File: src/rtl/fetch_pkg.sv
// Shared types and defaults for the decoupled instruction-fetch front end.
package fetch_pkg;

  localparam int unsigned       FETCH_ADDR_W    = 32;
  localparam int unsigned       FETCH_DATA_W    = 32;
  localparam int unsigned       FETCH_DEPTH_DEF = 4;
  localparam logic [31:0]       RESET_PC_DEF    = 32'h0000_0000;

  typedef struct packed {
    logic [FETCH_ADDR_W-1:0] pc;
    logic [FETCH_DATA_W-1:0] instr;
  } fetch_entry_t;

  typedef enum logic {
    FETCH,
    DRAIN
  } fetch_state_t;

endpackage

File: src/rtl/fetch_fifo.sv
// Synchronous FIFO used for the prefetch data queue and the request PC-tag queue.
module fetch_fifo
  import fetch_pkg::*;
#(
  parameter int unsigned DEPTH = FETCH_DEPTH_DEF,
  parameter type         T     = fetch_entry_t
) (
  input  logic                   clk,
  input  logic                   reset,
  input  logic                   push,
  input  logic                   pop,
  input  logic                   clear,
  input  T                       din,
  output T                       head,
  output logic                   full,
  output logic                   empty,
  output logic [$clog2(DEPTH):0] count
);

  localparam int unsigned PW = $clog2(DEPTH);

  T              mem [DEPTH];
  logic [PW-1:0] rd_ptr;
  logic [PW-1:0] wr_ptr;
  logic          do_push;
  logic          do_pop;

  assign full    = (count == (PW+1)'(DEPTH));
  assign empty   = (count == '0);
  assign do_pop  = pop & ~empty;
  // a push into a full queue is accepted only when the head leaves in the same cycle
  assign do_push = push & (~full | do_pop);
  assign head    = mem[rd_ptr];

  always_ff @(posedge clk) begin
    if (reset || clear) begin
      rd_ptr <= '0;
      wr_ptr <= '0;
      count  <= '0;
    end else begin
      if (do_push) wr_ptr <= wr_ptr + PW'(1);
      if (do_pop)  rd_ptr <= rd_ptr + PW'(1);
      count <= count + (PW+1)'(do_push) - (PW+1)'(do_pop);
    end
  end

  always_ff @(posedge clk) begin
    if (do_push) mem[wr_ptr] <= din;
  end

endmodule

File: src/rtl/instr_fetch_unit.sv
// Decoupled fetch front end: credit-limited requests to a multi-cycle instruction
// memory, prefetch queue toward ID, and redirect handling that drains stale responses.
module instr_fetch_unit
  import fetch_pkg::*;
#(
  parameter int unsigned       DEPTH    = FETCH_DEPTH_DEF,
  parameter int unsigned       ADDR_W   = FETCH_ADDR_W,
  parameter int unsigned       DATA_W   = FETCH_DATA_W,
  parameter logic [ADDR_W-1:0] RESET_PC = ADDR_W'(RESET_PC_DEF)
) (
  input  logic              clk,
  input  logic              reset,
  input  logic              redirect_valid,
  input  logic [ADDR_W-1:0] redirect_pc,
  output logic              mem_req_valid,
  output logic [ADDR_W-1:0] mem_req_addr,
  input  logic              mem_req_ready,
  input  logic              mem_rsp_valid,
  input  logic [DATA_W-1:0] mem_rsp_data,
  output logic              out_valid,
  output logic [ADDR_W-1:0] out_pc,
  output logic [DATA_W-1:0] out_instr,
  input  logic              out_ready
);

  localparam int unsigned CW = $clog2(DEPTH) + 1;

  typedef struct packed {
    logic [ADDR_W-1:0] pc;
    logic [DATA_W-1:0] instr;
  } entry_t;

  fetch_state_t      state, state_next;
  logic [ADDR_W-1:0] fetch_pc;
  logic [ADDR_W-1:0] tag_head;
  logic [CW-1:0]     q_count, outstanding, outstanding_next;
  logic [CW-1:0]     discard, discard_next;
  logic              q_full, q_empty, tag_full, tag_empty;
  logic              req_fire, rsp, push, pop;
  entry_t            rsp_entry, head;

  // the tag queue occupancy is the in-flight request count
  assign mem_req_valid    = (q_count + outstanding < CW'(DEPTH)) & ~q_full & ~tag_full & ~reset;
  assign mem_req_addr     = fetch_pc;
  assign req_fire         = mem_req_valid & mem_req_ready;
  assign rsp              = mem_rsp_valid & ~tag_empty;
  assign push             = rsp & ~redirect_valid & (state == FETCH);
  assign out_valid        = ~q_empty;
  assign pop              = out_valid & out_ready;
  assign out_pc           = q_empty ? '0 : head.pc;
  assign out_instr        = q_empty ? '0 : head.instr;
  assign outstanding_next = outstanding + CW'(req_fire) - CW'(rsp);
  assign rsp_entry        = '{pc: tag_head, instr: mem_rsp_data};

  fetch_fifo #(.DEPTH(DEPTH), .T(entry_t)) data_q (
    .clk   (clk),
    .reset (reset),
    .push  (push),
    .pop   (pop),
    .clear (redirect_valid),
    .din   (rsp_entry),
    .head  (head),
    .full  (q_full),
    .empty (q_empty),
    .count (q_count)
  );

  fetch_fifo #(.DEPTH(DEPTH), .T(logic [ADDR_W-1:0])) tag_q (
    .clk   (clk),
    .reset (reset),
    .push  (req_fire),
    .pop   (rsp),
    .clear (1'b0),
    .din   (fetch_pc),
    .head  (tag_head),
    .full  (tag_full),
    .empty (tag_empty),
    .count (outstanding)
  );

  always_comb begin
    state_next   = state;
    discard_next = discard;
    if (redirect_valid) begin
      // everything still in flight after this cycle, including a request accepted now, is stale
      discard_next = outstanding_next;
      state_next   = (outstanding_next != '0) ? DRAIN : FETCH;
    end else if (state == DRAIN && rsp) begin
      discard_next = discard - CW'(1);
      if (discard == CW'(1)) state_next = FETCH;
    end
  end

  always_ff @(posedge clk) begin
    if (reset) begin
      state    <= FETCH;
      discard  <= '0;
      fetch_pc <= RESET_PC;
    end else begin
      state   <= state_next;
      discard <= discard_next;
      if (redirect_valid)  fetch_pc <= redirect_pc;
      else if (req_fire)   fetch_pc <= fetch_pc + ADDR_W'(1);
    end
  end

endmodule

File: config.mk
export PLATFORM = sky130hd
export DESIGN_NAME = instr_fetch_unit
export DESIGN_NICKNAME = d
export VERILOG_FILES = /design/src/rtl/fetch_pkg.sv /design/src/rtl/fetch_fifo.sv /design/src/rtl/instr_fetch_unit.sv
export SDC_FILE = /design/constraint.sdc
export NUM_CORES = 1
export LEC_CHECK = 0
export BUFFER_PORTS_ARGS = -buffer_cell sky130_fd_sc_hd__buf_2
export CAP_MARGIN = 20
export CORE_UTILIZATION = 45
export CTS_CLUSTER_DIAMETER = 50
export CTS_CLUSTER_SIZE = 10
export DETAILED_ROUTE_END_ITERATION = 10
export SKIP_LAST_GASP = 1
export SYNTH_ARGS = -nofsm -noshare
export SYNTH_HDL_FRONTEND = slang
export SYNTH_SLANG_ARGS = --single-unit
File: constraint.sdc
create_clock -name clk -period 4.59 [get_ports clk]
set_input_delay 0.2295 -clock clk [delete_from_list [all_inputs] [get_ports clk]]
set_output_delay 0.2295 -clock clk [all_outputs]
set_load 0.005 [all_outputs]
==> flow_metrics.env <==
export IMPL_grt_start_max_net_pins=66
export IMPL_synth_area_um2=17500
export IMPL_skew_ns=0.0178
export IMPL_rsz0062_at_grt="false"
export IMPL_drt_iter0_markers=473
export IMPL_irDropWorstVdd_mv=0.280
export IMPL_ioPinCount=168
export IMPL_critical_path_startpoint_type="register"
export IMPL_finalPower_mw=9.87
export IMPL_grt_pass1_vias=9513
export IMPL_yosys_warnings=0
export IMPL_wirelength_mm=35.6
export IMPL_drv_cap=0
export IMPL_multi_input_area_um2=4550
export IMPL_finalNetCount=1279
export IMPL_cts_tree="done"
export IMPL_die_y_um=199
export IMPL_synth_ff_type="edfxtp_1"
export IMPL_synth_distinct_cells=51
export IMPL_die_area_um2=39600
export IMPL_die_x_um=199
export IMPL_path_cells="o31a_2 > o21ai_0 > nor3_1 > and2_4 > buf_4"
export IMPL_worstPathArrival_ns=3.36
export IMPL_cts_setup_buffers=0
export IMPL_globalRouteTotalUtil=0.187
export IMPL_yosysSeqAreaShare=0.722
export IMPL_clk_pin_slew_ns=0.06
export IMPL_clk_latency_ns=0.59
export IMPL_h_tree_depth=2
export IMPL_yosys_register_bits=438
export IMPL_setup_viol=0
export IMPL_n_fill_cell=2987
export IMPL_fin_cells=1725
export IMPL_num_vias=9068
export IMPL_path_buf_inv=1
export IMPL_post_drt_via_cell_ratio=5.26
export IMPL_critPathMaxFanout=46
export IMPL_core_um2=37900
export IMPL_synth_cells=931
export IMPL_avgRoutedWirePerCell_um=20.6
export IMPL_hold_viol_final=0
export IMPL_fin_crit_sh=0.670
export IMPL_synth_area_mux_share=0.126
export IMPL_cts_buffer_depth=3
export IMPL_io_buffers=167
export IMPL_grt_pass1_wl_mm=54.9
export IMPL_synth_edf_count=384
export IMPL_start_util=0.460
export IMPL_drv_slew=0
export IMPL_layout_drive_gt1_share=0.318
export IMPL_synth_simple_gate_area_frac=0.0749
export IMPL_postSynth_asyncResetShare=0
export IMPL_dp_hpwl_mm=21.4
export IMPL_root_buffer="clkbuf_16"
export IMPL_n_antenna_cell=0
export IMPL_synth_xor_area_frac=0.0199
export IMPL_synth_nets=1022
export IMPL_synthAdderAreaFrac=0.0163
export IMPL_tightest_slew_ns=1.07
export IMPL_crit_family="simple AND/OR/NAND/NOR gates"
export IMPL_slew_headroom=0.288
export IMPL_crit_slowest_cell="and2_4"
export IMPL_critPathRequiredTime_ns=4.87
export IMPL_first_pass_iters=4
export IMPL_path_class="reg -> reg"
export IMPL_max_clock_freq_mhz=325
export IMPL_antenna_found_initial=0
export IMPL_p_per_area_nw_per_um2=469
export IMPL_postRouteAntennaNets=0
export IMPL_hold_path_class="in -> reg"
export IMPL_cpPeakStageDelay_ns=0.80
export IMPL_status="completed"
export IMPL_period_minus_slack_ns=3.08
export IMPL_syn_area_per_cell_um2=18.8
export IMPL_synth_top_family_by_area="multiplexers"
export IMPL_drc=0
export IMPL_clock_sinks=438
export IMPL_synth_compound_area_frac=0.0231
export IMPL_synthToLayoutAreaGrowth_pct=20.6
export IMPL_seqCellArea_um2=12600
export IMPL_place_inst=1579
export IMPL_routabilityCongestion=0.752
export IMPL_cts_inserted_buffers=54
export IMPL_grt_overflow=0
export IMPL_core_rowCount=71
export IMPL_power_leakage_nw=7.18
export IMPL_tns_ns=0
export IMPL_endpoint_kind="register"
[placed cells by master (no fill, tap or decap), drive strengths merged, types with 5 or more instances in the layout]
cell type | Yosys | layout
a21oi | 6 | 6
nand2 | 12 | 12
nand3 | 11 | 11
xor2 | 6 | 6
ha | 18 | 18
buf | 19 | 188
a211oi | 30 | 30
nor3 | 10 | 10
and2 | 74 | 74
nand4 | 5 | 5
a2111oi | 5 | 5
edfxtp | 384 | 384
mux4 | 96 | 96
clkinv | 0 | 7
nor2 | 47 | 47
dlygate4sd3 | 0 | 64
inv | 25 | 29
clkbuf | 32 | 70
and4 | 9 | 9
nor4 | 14 | 14
xnor2 | 32 | 32
dfxtp | 54 | 54
[through the flow]
| step | setup WS [ns] | utilization | hold slack, ns | instance area [µm²] |
|---|---|---|---|---|
| finish | 1.51 | 0.555 | 0.0309 | 21100 |
| global route | 1.25 | 0.555 | 0.0318 | 21100 |
| CTS | 1.40 | 0.555 | 0.0182 | 21100 |
| detailed placement | 1.50 | 0.498 | 0.455 | 18900 |
| global placement | 1.59 | 0.498 | 0.449 | 18900 |
| floorplan | 1.25 | - | 0.328 | 17500 |
[flip-flops by register name, indices dropped and copies added (netlist names), named ones only]
signal         flops
tag_q.rd_ptr       2
data_q.mem       256
tag_q.mem        128
mem_req_addr      32
data_q.wr_ptr      2
tag_q.count        3
discard            3
state              1
data_q.count       3
data_q.rd_ptr      2
tag_q.wr_ptr       2
[layout make-up]
| type | instances | share of cell area |
|---|---|---|
| tap | 511 | 0.0304 |
| multi-input combinational | 417 | 0.216 |
| sequential | 438 | 0.599 |
| timing repair buffer | 252 | 0.0776 |
| clock buffer | 70 | 0.0680 |
| clock inverter | 12 | 0.00457 |
| inverter | 25 | 0.00446 |
[worst register-to-register path: stages, from the launching register on]
cell,delay [ns]
dfxtp_1,0.48
o31a_2,0.31
o21ai_0,0.12
nor3_1,0.73
and2_4,0.80
buf_4,0.34
[timing repair]
action / in CTS / in global routing
resized for setup: 0 / 0
hold endpoints to repair: 162 / 0
setup endpoints to repair: 0 / 0
hold buffers: 64 / 0
[path summary, 6_finish.rpt]
check	from	endpoint	slack [ns]	cells after the start
hold / removal	redirect_pc[28]	mem_req_addr[28]$_SDFFE_PP0P_	0.03	3
hold reg to reg	data_q.rd_ptr[0]$_SDFFE_PP0P_	register	0.53	2
setup / recovery	tag_q.count[1]$_SDFF_PP0_	data_q.mem[3][19]$_DFFE_PP_	1.51	5
setup reg to reg	tag_q.count[1]$_SDFF_PP0_	data_q.mem[3][19]$_DFFE_PP_	1.51	5
[per-layer routing]
layer,wire [µm],up-vias,GRT usage
li1,-,4188,-
met1,16200,4595,0.254
met2,16900,234,0.305
met3,1730,51,0.0368
met4,727,0,0.0558
met5,0,-,0
[cells in the mapped netlist (all sizes together) (2+ instances only)]
| master | count | share of area |
|---|---|---|
| a2111oi | 5 | 0.0037 |
| nor2 | 47 | 0.010 |
| nand4 | 5 | 0.0021 |
| inv | 25 | 0.0054 |
| nand3 | 11 | 0.0034 |
| mux2i | 3 | 0.0017 |
| and2 | 74 | 0.027 |
| dfxtp | 54 | 0.062 |
| nor2b | 4 | 0.0014 |
| clkbuf | 32 | 0.0069 |
| buf | 19 | 0.0059 |
| nor4b | 3 | 0.0015 |
| a211oi | 30 | 0.013 |
| o31a | 3 | 0.0016 |
| a21oi | 6 | 0.0017 |
| ha | 18 | 0.013 |
| nor3b | 4 | 0.0017 |
| or3b | 2 | 0.0010 |
| edfxtp | 384 | 0.66 |
| o21ai | 2 | 0.00057 |
| xnor2 | 32 | 0.016 |
| fa | 3 | 0.0034 |
| or3 | 2 | 0.00072 |
| nor4 | 14 | 0.011 |
| and3 | 3 | 0.0011 |
| xor2 | 6 | 0.0034 |
| a311oi | 3 | 0.0015 |
| mux4 | 96 | 0.12 |
| nor3 | 10 | 0.0029 |
| and4 | 9 | 0.0045 |
| nand3b | 4 | 0.0017 |
| nand2 | 12 | 0.0032 |
[power breakdown]
group / internal [mW] / leakage (nW) / switching (mW)
combinational: 0.614 / 2.50 / 0.686
sequential: 4.70 / 3.94 / 0.169
clock: 2.17 / 0.742 / 1.53
[cell families after synthesis]
| family | count (synthesis) |
|---|---|
| and+or+nand+nor | 208 |
| AOI/OAI and AO/OA | 51 |
| xor gates and xnor gates | 38 |
| adders and majority gates | 21 |
| buffers and inverters | 76 |
| muxes | 99 |
| DFF | 438 |
Power figures use the tool's default switching activity.
